==> src/rtl/pipe_pkg.sv <==
// Shared types for the memory stage: scoreboard entry, writeback bundle, saturating helper.
package pipe_pkg;

  localparam int XLEN_DEFAULT  = 32;
  localparam int REG_W_DEFAULT = 5;

  typedef struct packed {
    logic                     valid;
    logic [REG_W_DEFAULT-1:0] regD;
  } sb_entry_t;

  typedef struct packed {
    logic                     regwrite;
    logic                     jal;
    logic [REG_W_DEFAULT-1:0] regD;
    logic [XLEN_DEFAULT-1:0]  target;
    logic [XLEN_DEFAULT-1:0]  regdata;
  } wb_bundle_t;

  function automatic logic [31:0] sat_inc(input logic [31:0] v);
    return (&v) ? v : v + 32'd1;
  endfunction

endpackage

==> src/rtl/mshr_scoreboard.sv <==
// Tag-indexed miss scoreboard: allocate/free, full/empty, lowest-free encoder,
// two-port RAW match and WAW match (register 0 never matches).
module mshr_scoreboard
  import pipe_pkg::*;
#(
  parameter  int MSHR_DEPTH = 4,
  parameter  int REG_W      = REG_W_DEFAULT,
  localparam int TAG_W      = $clog2(MSHR_DEPTH)
) (
  input  logic             clk,
  input  logic             rst,
  input  logic             alloc_i,
  input  logic [TAG_W-1:0] alloc_tag_i,
  input  logic [REG_W-1:0] alloc_reg_i,
  input  logic             free_i,
  input  logic [TAG_W-1:0] free_tag_i,
  input  logic [REG_W-1:0] rs1_i,
  input  logic [REG_W-1:0] rs2_i,
  input  logic [REG_W-1:0] rd_i,
  output logic             full_o,
  output logic             empty_o,
  output logic [TAG_W-1:0] free_idx_o,
  output logic             raw_o,
  output logic             waw_o,
  output logic             free_hit_o,
  output logic [REG_W-1:0] free_reg_o
);

  sb_entry_t             ent_q [MSHR_DEPTH];
  logic [MSHR_DEPTH-1:0] valid_vec, raw_vec, waw_vec;

  generate
    for (genvar gi = 0; gi < MSHR_DEPTH; gi++) begin : g_match
      assign valid_vec[gi] = ent_q[gi].valid;
      assign raw_vec[gi]   = ent_q[gi].valid &&
                             (((rs1_i != '0) && (ent_q[gi].regD == rs1_i)) ||
                              ((rs2_i != '0) && (ent_q[gi].regD == rs2_i)));
      assign waw_vec[gi]   = ent_q[gi].valid && (rd_i != '0) && (ent_q[gi].regD == rd_i);
    end
  endgenerate

  always_ff @(posedge clk or negedge rst) begin
    if (!rst) begin
      for (int i = 0; i < MSHR_DEPTH; i++) ent_q[i] <= '0;
    end else begin
      for (int i = 0; i < MSHR_DEPTH; i++) begin
        if (free_i && (free_tag_i == TAG_W'(i)))
          ent_q[i].valid <= 1'b0;
        else if (alloc_i && (alloc_tag_i == TAG_W'(i)))
          ent_q[i] <= '{valid: 1'b1, regD: alloc_reg_i};
      end
    end
  end

  // Scan high to low so the lowest free index wins.
  always_comb begin
    free_idx_o = '0;
    for (int i = MSHR_DEPTH - 1; i >= 0; i--)
      if (!valid_vec[i]) free_idx_o = TAG_W'(i);
  end

  assign full_o     = &valid_vec;
  assign empty_o    = ~|valid_vec;
  assign raw_o      = |raw_vec;
  assign waw_o      = |waw_vec;
  assign free_hit_o = valid_vec[free_tag_i];
  assign free_reg_o = ent_q[free_tag_i].regD;

endmodule

==> src/rtl/mem_stage_tagged.sv <==
// Memory stage with out-of-order load-miss scoreboard, stalls, forwarding and registered WB.
// Optional MEM_STAGE_STATS_EN adds saturating miss / dependency-stall / full-stall counters.
module mem_stage_tagged
  import pipe_pkg::*;
#(
  parameter  int XLEN       = XLEN_DEFAULT,
  parameter  int MSHR_DEPTH = 4,
  parameter  int REG_W      = REG_W_DEFAULT,
  localparam int TAG_W      = $clog2(MSHR_DEPTH)
) (
  input  logic             clk,
  input  logic             rst,
  input  logic             flush_in,
  input  logic             regwrite,
  input  logic             load,
  input  logic             store,
  input  logic             jal,
  input  logic             jalr,
  input  logic             branch_cond,
  input  logic [XLEN-1:0]  target,
  input  logic [XLEN-1:0]  result,
  input  logic [XLEN-1:0]  store_data,
  input  logic [REG_W-1:0] regD,
  input  logic [REG_W-1:0] reg1_ex,
  input  logic [REG_W-1:0] reg2_ex,
  output logic             fwd_we,
  output logic [REG_W-1:0] fwd_regD,
  output logic [XLEN-1:0]  fwd_val,
  output logic             branch_flush,
  output logic [XLEN-1:0]  b_target,
  output logic             stall,
  output logic             mem_req,
  output logic             mem_lw,
  output logic [XLEN-1:0]  mem_addr,
  output logic [XLEN-1:0]  mem_wdata,
  output logic [TAG_W-1:0] mem_tag,
  input  logic [XLEN-1:0]  mem_rdata,
  input  logic             hit_ack,
  input  logic             miss_accept,
  input  logic             mem_busy,
  input  logic             done_valid,
  input  logic [TAG_W-1:0] done_tag,
  input  logic [XLEN-1:0]  done_data,
  output logic             regwriteF,
  output logic             jalF,
  output logic [REG_W-1:0] regDF,
  output logic [XLEN-1:0]  targetF,
  output logic [XLEN-1:0]  regdataF
`ifdef MEM_STAGE_STATS_EN
  ,
  output logic [31:0]      stat_miss_cnt,
  output logic [31:0]      stat_dep_stall_cnt,
  output logic [31:0]      stat_full_stall_cnt
`endif
);

  logic             sb_alloc, sb_free, sb_full, sb_empty, sb_raw, sb_waw, sb_done_hit;
  logic [TAG_W-1:0] sb_free_idx;
  logic [REG_W-1:0] sb_done_reg;
  logic             dep_stall, full_stall, miss_evt;
  wb_bundle_t       wb_q, wb_d;

  mshr_scoreboard #(.MSHR_DEPTH(MSHR_DEPTH), .REG_W(REG_W)) u_sb (
    .clk        (clk),
    .rst        (rst),
    .alloc_i    (sb_alloc),
    .alloc_tag_i(sb_free_idx),
    .alloc_reg_i(regD),
    .free_i     (sb_free),
    .free_tag_i (done_tag),
    .rs1_i      (reg1_ex),
    .rs2_i      (reg2_ex),
    .rd_i       (regD),
    .full_o     (sb_full),
    .empty_o    (sb_empty),
    .free_idx_o (sb_free_idx),
    .raw_o      (sb_raw),
    .waw_o      (sb_waw),
    .free_hit_o (sb_done_hit),
    .free_reg_o (sb_done_reg)
  );

  always_comb begin
    fwd_we       = 1'b0;
    fwd_regD     = '0;
    fwd_val      = '0;
    branch_flush = 1'b0;
    b_target     = '0;
    stall        = 1'b0;
    mem_req      = 1'b0;
    mem_lw       = 1'b0;
    mem_addr     = '0;
    mem_wdata    = '0;
    mem_tag      = '0;
    sb_alloc     = 1'b0;
    sb_free      = 1'b0;
    dep_stall    = 1'b0;
    full_stall   = 1'b0;
    miss_evt     = 1'b0;
    wb_d         = '{regwrite: regwrite, jal: jal | jalr, regD: regD,
                     target: target, regdata: result};
    if (!rst) begin
      wb_d = '0;
    end else if (flush_in) begin
      wb_d = '0;
    end else if (done_valid && sb_done_hit) begin
      // Completion owns the WB slot this cycle, so the current instruction waits.
      stall        = 1'b1;
      sb_free      = 1'b1;
      wb_d         = '0;
      wb_d.regwrite = 1'b1;
      wb_d.regD    = sb_done_reg;
      wb_d.regdata = done_data;
    end else if (sb_raw || (regwrite && sb_waw)) begin
      stall     = 1'b1;
      dep_stall = 1'b1;
      wb_d      = '0;
    end else if (load && sb_full) begin
      stall      = 1'b1;
      full_stall = 1'b1;
      wb_d       = '0;
    end else if (load || store) begin
      mem_req   = 1'b1;
      mem_lw    = load;
      mem_addr  = result;
      mem_wdata = store_data;
      mem_tag   = sb_free_idx;
      if (mem_busy) begin
        stall = 1'b1;
        wb_d  = '0;
      end else if (load && hit_ack) begin
        wb_d.regdata = mem_rdata;
        fwd_we       = 1'b1;
        fwd_regD     = regD;
        fwd_val      = mem_rdata;
      end else if (load && miss_accept) begin
        sb_alloc = 1'b1;
        miss_evt = 1'b1;
        wb_d     = '0;
        stall    = (regD != '0) && ((reg1_ex == regD) || (reg2_ex == regD));
      end
    end else begin
      if (regwrite) begin
        fwd_we   = 1'b1;
        fwd_regD = regD;
        fwd_val  = result;
      end
      // Control flow waits until no miss is outstanding.
      if ((jal || jalr || branch_cond) && !sb_empty) begin
        stall = 1'b1;
        wb_d  = '0;
      end else begin
        branch_flush = branch_cond;
        b_target     = target;
      end
    end
  end

  always_ff @(posedge clk or negedge rst) begin
    if (!rst) wb_q <= '0;
    else      wb_q <= wb_d;
  end

  assign regwriteF = wb_q.regwrite;
  assign jalF      = wb_q.jal;
  assign regDF     = wb_q.regD;
  assign targetF   = wb_q.target;
  assign regdataF  = wb_q.regdata;

`ifdef MEM_STAGE_STATS_EN
  always_ff @(posedge clk or negedge rst) begin
    if (!rst) begin
      stat_miss_cnt       <= '0;
      stat_dep_stall_cnt  <= '0;
      stat_full_stall_cnt <= '0;
    end else begin
      if (miss_evt)   stat_miss_cnt       <= sat_inc(stat_miss_cnt);
      if (dep_stall)  stat_dep_stall_cnt  <= sat_inc(stat_dep_stall_cnt);
      if (full_stall) stat_full_stall_cnt <= sat_inc(stat_full_stall_cnt);
    end
  end
`endif

endmodule

==> config.mk <==
export PLATFORM = sky130hd
export DESIGN_NAME = mem_stage_tagged
export DESIGN_NICKNAME = d
export VERILOG_FILES = /design/src/rtl/pipe_pkg.sv /design/src/rtl/mshr_scoreboard.sv /design/src/rtl/mem_stage_tagged.sv
export SDC_FILE = /design/constraint.sdc
export NUM_CORES = 1
export LEC_CHECK = 0
export ABC_AREA = 1
export BUFFER_PORTS_ARGS = -buffer_cell sky130_fd_sc_hd__buf_4
export CAP_MARGIN = 40
export CORE_AREA = 4 4 155 157
export DETAILED_ROUTE_END_ITERATION = 8
export DIE_AREA = 0 0 159 161
export PLACE_DENSITY_LB_ADDON = 0.25
export SKIP_LAST_GASP = 1
export SLEW_MARGIN = 40
export SYNTH_ARGS = -nofsm -noshare
export SYNTH_HDL_FRONTEND = slang
export SYNTH_SLANG_ARGS = --single-unit
==> constraint.sdc <==
create_clock -name clk -period 1.6 [get_ports clk]
set_clock_uncertainty 0.05 [all_clocks]
set_input_delay 0 -clock clk [delete_from_list [all_inputs] [get_ports clk]]
set_output_delay 0 -clock clk [all_outputs]
set_load 0.01 [all_outputs]
---- After elaboration in Yosys (flattened, before gate mapping) ----
Cells that the tools add are included.
operators by class
  reduce and logical (&&, ||, !) cells .... 61
  multiplexer cells ....................... 121
  bitwise operators ....................... 6
  equal/unequal tests ..................... 20
  $lt $le $gt $ge ......................... 2
operators by type and width
  cell                                                      count
  two-way mux 32 bit                                        29
  two-way mux 71 bit                                        9
  == test 5 bit                                             14
  two-way mux 1 bit                                         55
  two-way mux 5 bit                                         11
  two-way mux 39 bit                                        1
  logical AND 1 bit                                         35
  two-way mux 6 bit                                         4
  two-way mux 2 bit                                         10
  nonzero test 5 bit                                        3
  binary-select mux 6 bit (select 2 bit)                    1
  OR reduction 4 bit                                        3
  logical OR 1 bit                                          9
  == test 2 bit, second input constant                      4
  AND reduction 2 bit                                       4
  nonzero test 2 bit                                        4
  == test 2 x 1 -> 1 bit, second input constant             2
  logical NOT 2 bit                                         2
  inverter 1 bit                                            4
  AND reduction 4 bit                                       1
  greater-or-equal comparator 3 bit, second input constant  1
  < comparator 2 x 3 -> 1 bit, second input constant        1
  inverter 2 -> 3 bit                                       1
  binary-select mux 1 bit (select 2 bit)                    1
  bitwise OR 1 bit                                          1
storage, ports and cells
  word-level logic and storage cells ...... 223
  flip-flop bits (word level) ............. 95
  input port bits ......................... 190
  output and inout port bits .............. 211

---- Depth between registers and ports, before layout ----
  depth after elaboration ................. 13
  depth in mapped cells ................... 17
  depth with buffers taken out ............ 14

---- By module ----
From an unflattened synthesis, not the netlist that was laid out.
second synthesis, totals
  cell total of the unflattened synthesis .. 1,047
  area total of the unflattened synthesis .. 6,994.2 um^2
by module, submodules not included
  module            area an instance (um^2)  times used  seq. area each (um^2)  cells an instance
  mem_stage_tagged  4,833.4                  1           1,776.7                720
  mshr_scoreboard   2,160.8                  1           600.6                  327

---- Worst setup path before layout ----
Ideal clock, no wire load.
  kind .................................... register -> output
  start ................................... reg u_sb.ent_q[23] in the netlist's numbering
  end ..................................... out mem_addr[30]
  required time ........................... 1.550 ns
  stages on the path, launching flop included .. 13
  buffers on the path ..................... 3
  arrival ................................. 1.837 ns
  setup slack ............................. -0.287 ns
  path through ............................ dfrtp_1 > buf_2 > nand2_1 > nor3_2 > nor2_1 > nand2_1 > nor2_2 > nand3_1 > nor2_2 > inv_2 > buf_6 > buf_6 > nor2_1
on the way
  word-level cells in the longest chain between the ends .. 9
  elaborated cells between the ends (all ways) .. 17
  classes of those cells .................. 7 x mux; 10 x reduce/logical
RTL lines
  what                              line                     source
  start: declaration                mshr_scoreboard.sv:29    sb_entry_t ent_q [MSHR_DEPTH];
  start signal: indexed assignment  mshr_scoreboard.sv:50    ent_q[i] <= '{valid: 1'b1, regD: alloc_reg_i};
  logical AND 1 bit (2 in series)   mshr_scoreboard.sv:38    assign waw_vec[gi] = ent_q[gi].valid && (rd_i != '0) && (ent_q[gi].regD == rd_i);
  OR reduction 4 bit                mshr_scoreboard.sv:65    assign waw_o = |waw_vec;
  logical AND 1 bit                 mem_stage_tagged.sv:114  end else if (sb_raw || (regwrite && sb_waw)) begin
  logical OR 1 bit                  mem_stage_tagged.sv:114
  two-way mux 32 bit                mem_stage_tagged.sv:114
  two-way mux 32 bit (*)            mem_stage_tagged.sv:106  end else if (done_valid && sb_done_hit) begin
  two-way mux 32 bit (*)            mem_stage_tagged.sv:104  end else if (flush_in) begin
  two-way mux 32 bit (*)            mem_stage_tagged.sv:102  if (!rst) begin
  end: declaration                  mem_stage_tagged.sv:34   output logic [XLEN-1:0] mem_addr,
Mark *: on every way between the ends. The rest lies on a longest branch, timed or not. The select of a mux whose other input is x is not followed.

---- Worst setup path in the final report ----
  start ................................... reg u_sb.ent_q[7] in the netlist's numbering
  end ..................................... out fwd_val[11]
on the way
  word-level cells in the longest chain between the ends .. 10
  elaborated cells between the ends (all ways) .. 16
  classes of those cells .................. 3 x eq/ne; 4 x mux; 9 x reduce/logical
RTL lines
  what                                         line                                          source
  == test 5 bit, on equally long branches      mshr_scoreboard.sv:36, mshr_scoreboard.sv:37
  logical AND 1 bit, on equally long branches  mshr_scoreboard.sv:36, mshr_scoreboard.sv:37
  logical OR 1 bit                             mshr_scoreboard.sv:36                         (((rs1_i != '0) && (ent_q[gi].regD == rs1_i)) ||
  logical AND 1 bit                            mshr_scoreboard.sv:35                         assign raw_vec[gi] = ent_q[gi].valid &&
  OR reduction 4 bit                           mshr_scoreboard.sv:64                         assign raw_o = |raw_vec;
  logical OR 1 bit (*)                         mem_stage_tagged.sv:114
  two-way mux 32 bit (*)                       mem_stage_tagged.sv:114
  two-way mux 32 bit (*)                       mem_stage_tagged.sv:106
  two-way mux 32 bit (*)                       mem_stage_tagged.sv:104
  two-way mux 32 bit (*)                       mem_stage_tagged.sv:102
  end: declaration                             mem_stage_tagged.sv:28                        output logic [XLEN-1:0] fwd_val,
Mark *: on every way between the ends. The rest lies on a longest branch, timed or not.

==> flow_summary.yaml <==
outcome:
  violations: "setup timing"
  outcome: "finished, violations left"
final_layout:
  num-fill-cells: 1913
  design_area_um2: 14200
  multi_input_area_um2: 4780
  final_nets: 1917
  area_growth_pct: 92.6
  layout_commonest_cell: "buf_4"
  drive_above_1_share_pct: 45.3
  seq_area_um2: 2390
  final_cell_mix: "buf_4, nand2_1, o21ai_0"
  postLayoutCoreUtil_pct: 63.2
floorplan:
  die_width_um: 159
  die_y_um: 161
  die_area_um2: 25600
  rows: 55
  boundaryPins: 401
  core-area_um2: 22500
  start_util_pct: 32.8
critical_path:
  crit_path_start_kind: "flop"
  crit_path_max_incr_delay_ns: 0.46
  critPathTopFamily: "simple AND/OR/NAND/NOR gates"
  worstSetupEndpointType: "output pin"
  cp_data_arrival_time_ns: 2.40
  reg2reg_depth: 14
  criticalPathCategory: "flop to output pin"
  crit_fanout: 6
  cp_num_buf_inv: 3
  crit_slowest_cell: "dfrtp_2"
  worst-endpoint-required_ns: 1.55
  path_depth: 12
  cp_cell_sequence: "o22ai_1 -> nor2_1 -> nand3_1 -> nand2_1 -> o21bai_4 -> buf_4 -> nand2_4 -> nor2_8 -> nand2_8 -> buf_12 -> nor3_4 -> buf_6"
synth:
  yosys_warnings: 0
  synth.top_cell.area_share_pct: 32.2
  syn-num-nets: 1309
  ys_top_cells_by_area: "dfrtp_1, nor2_1, nand2_1, o21ai_0, inv_1"
  synth_flop_cell: "dfrtp_1"
  synth_edf_count: 0
  syn_avg_cell_area_um2: 6.60
  synth.ff_latch_count: 95
  ys_types: 35
  async_flop_share_pct: 100
  synthesis.area_um2: 7390
  synthCells: 1119
  seq_area_frac_synth_pct: 32.2
  synth_area_leader_cell: "dfrtp_1"
detailed_routing:
  dr_total_vias: 10208
  wire_per_inst_um: 19.2
  vias_per_cell: 5.06
  remaining_drc_errors: 0
  ant_nets: 0
  drtPass1Iterations: 5
  wl_mm: 38.7
  drt_iter0_drc: 536
sta:
  whs_ns: 0.0188
  slew-limit-headroom_pct: 55.3
  min_period_ns: 2.45
  rsz0062_at_grt: "yes"
  finalSetupViolCount: 235
  fin_crit_sh_pct: 153
  hold_viol: 0
  worst_slack_ns: -0.855
  drv_slew: 0
  worst-slew-pin-transition_ns: 0.664
  fmax_mhz: 407
placed_design:
  globalplace.congestion: 0.944
  dp_hpwl_mm: 27.4
  portBuffers: 400
  place_area_um2: 12000
min_path:
  min_path_type: "input port to flop"
  holdPathStages: 4
grt:
  grt_pass1_vias: 10315
  grt_use_total_pct: 28.3
  grt_pass1_wl_mm: 57.9
  gr-total-overflow: 0
  grt_max_degree: 96
  antenna_found_initial: 2
power:
  p_per_area_nw_per_um2: 626
  pwr-share-seq_pct: 30.1
  p_leak_nw: 7.04
  p_int_mw: 5.70
  p_sw_mw: 3.20
  swShare_pct: 36.0
  p_comb_share_pct: 44.8
  max-vdd-ir-drop_v: 0.000472
  pwr-share-clk_pct: 25.1
clock_network:
  clock_path_buffers: 2
  clkTransAtPathRegs_ns: 0.07
  tritoncts: "yes"
  numCtsBuffers: 9
  cts_root_buffer: "clkbuf_16"
  clock-sinks: 95
  htreeDepth: 3
  clk_latency_ns: 0.35
run:
  drv_cap: 0
==> cells in the mapped netlist (8+ instances only) <==
| cell | number |
|---|---|
| nor2_1 | 206 |
| nand2_1 | 202 |
| o21ai_0 | 140 |
| inv_1 | 120 |
| dfrtp_1 | 95 |
| nand3_1 | 76 |
| clkbuf_1 | 36 |
| o21ai_1 | 35 |
| nor3_2 | 31 |
| xnor2_1 | 24 |
| buf_2 | 20 |
| o21bai_1 | 20 |
| xor2_1 | 16 |
| nor2_2 | 14 |
| buf_6 | 13 |
| nor3_1 | 9 |
| a22oi_1 | 8 |
| o22ai_1 | 8 |
==> worst paths after layout <==
kind                                                    to                  startpoint  slack, ns
min in group asynchronous            targetF[23]$_DFF_PN0_                         rst       0.37
worst max-delay path                           fwd_val[11]   u_sb.ent_q[7]$_DFFE_PN0P_      -0.85
worst min-delay path            u_sb.ent_q[15]$_DFFE_PN0P_                     regD[3]       0.02
worst min register to register  u_sb.ent_q[11]$_DFFE_PN0P_  u_sb.ent_q[11]$_DFFE_PN0P_       0.57
worst max register to register      regdataF[11]$_DFF_PN0_  u_sb.ent_q[21]$_DFFE_PN0P_      -0.64
max in group asynchronous       u_sb.ent_q[23]$_DFFE_PN0P_                         rst       0.65
==> metal layers <==
metal,vias up,wire length (um),GRT usage [%]
met5,-,0,0
met4,0,2070,15.0
met3,122,2860,5.56
met2,509,19300,48.8
met1,4774,14500,33.5
li1,4803,-,-
==> worst reg2reg max path, delay by kind of cell (launching register included) <==
kind                   cells  cell delay [ns]
buffers and inverters      5             0.77
flip-flops                 1             0.42
AND/OR/NAND/NOR            7             0.75
AO/OA/AOI/OAI              2             0.14
==> logic make-up after synthesis <==
family	synth area share (%)
AO/OA/AOI/OAI	17.1
XOR/XNOR	4.74
buffers and inverters	12.4
flip-flops	32.2
AND/OR/NAND/NOR	33.6
==> what timing repair did <==
| action | CTS | global route |
|---|---|---|
| resized for setup | 97 | 66 |
| pin swaps | 5 | 6 |
| hold endpoints to repair | 159 | 0 |
| endpoints found under the setup margin | 235 | 235 |
| buffers inserted | 8 | 4 |
| hold buffers | 95 | 0 |
| gates cloned | 7 | 4 |
==> power groups by stage <==
| stage | Clock (mW) | Combinational, mW | Sequential, mW |
|---|---|---|---|
| final | 2.24 | 3.99 | 2.68 |
| after floorplan | 0 | 1.51 | 2.72 |
| after global routing | 2.37 | 4.30 | 2.70 |
| after global placement | 0 | 3.24 | 2.71 |
| after CTS | 2.28 | 3.79 | 2.67 |
| after detailed placement | 0 | 3.25 | 2.71 |
==> layout make-up <==
class | instances | share of cell area (%)
diodes | 2 | 0.0352
clock buffers | 10 | 1.61
clock inverters | 5 | 0.413
inverters | 127 | 3.44
multi-input cells | 820 | 33.6
flip-flops and latches | 95 | 16.8
well taps | 285 | 2.51
repair buffers | 674 | 41.6
==> state kept, by name, summed over array words and instances (netlist names) <==
register	count
regdataF	32
targetF	32
regDF	5
regwriteF	1
u_sb.ent_q	24
jalF	1
==> stage by stage <==
stage | setup slack, ns | std cells | TNS (ns) | total power, mW
detailed placement | -0.521 | 1884 | -94.18 | 5.97
finish | -0.855 | 2018 | -155.59 | 8.90
floorplan | -0.158 | 1119 | -26.49 | 4.23
global placement | -0.525 | 1884 | -93.59 | 5.95
global route | -0.978 | 2018 | -182.06 | 9.37
CTS | -0.779 | 2009 | -143.70 | 8.74
No activity file was read; power rests on OpenSTA's default activity.
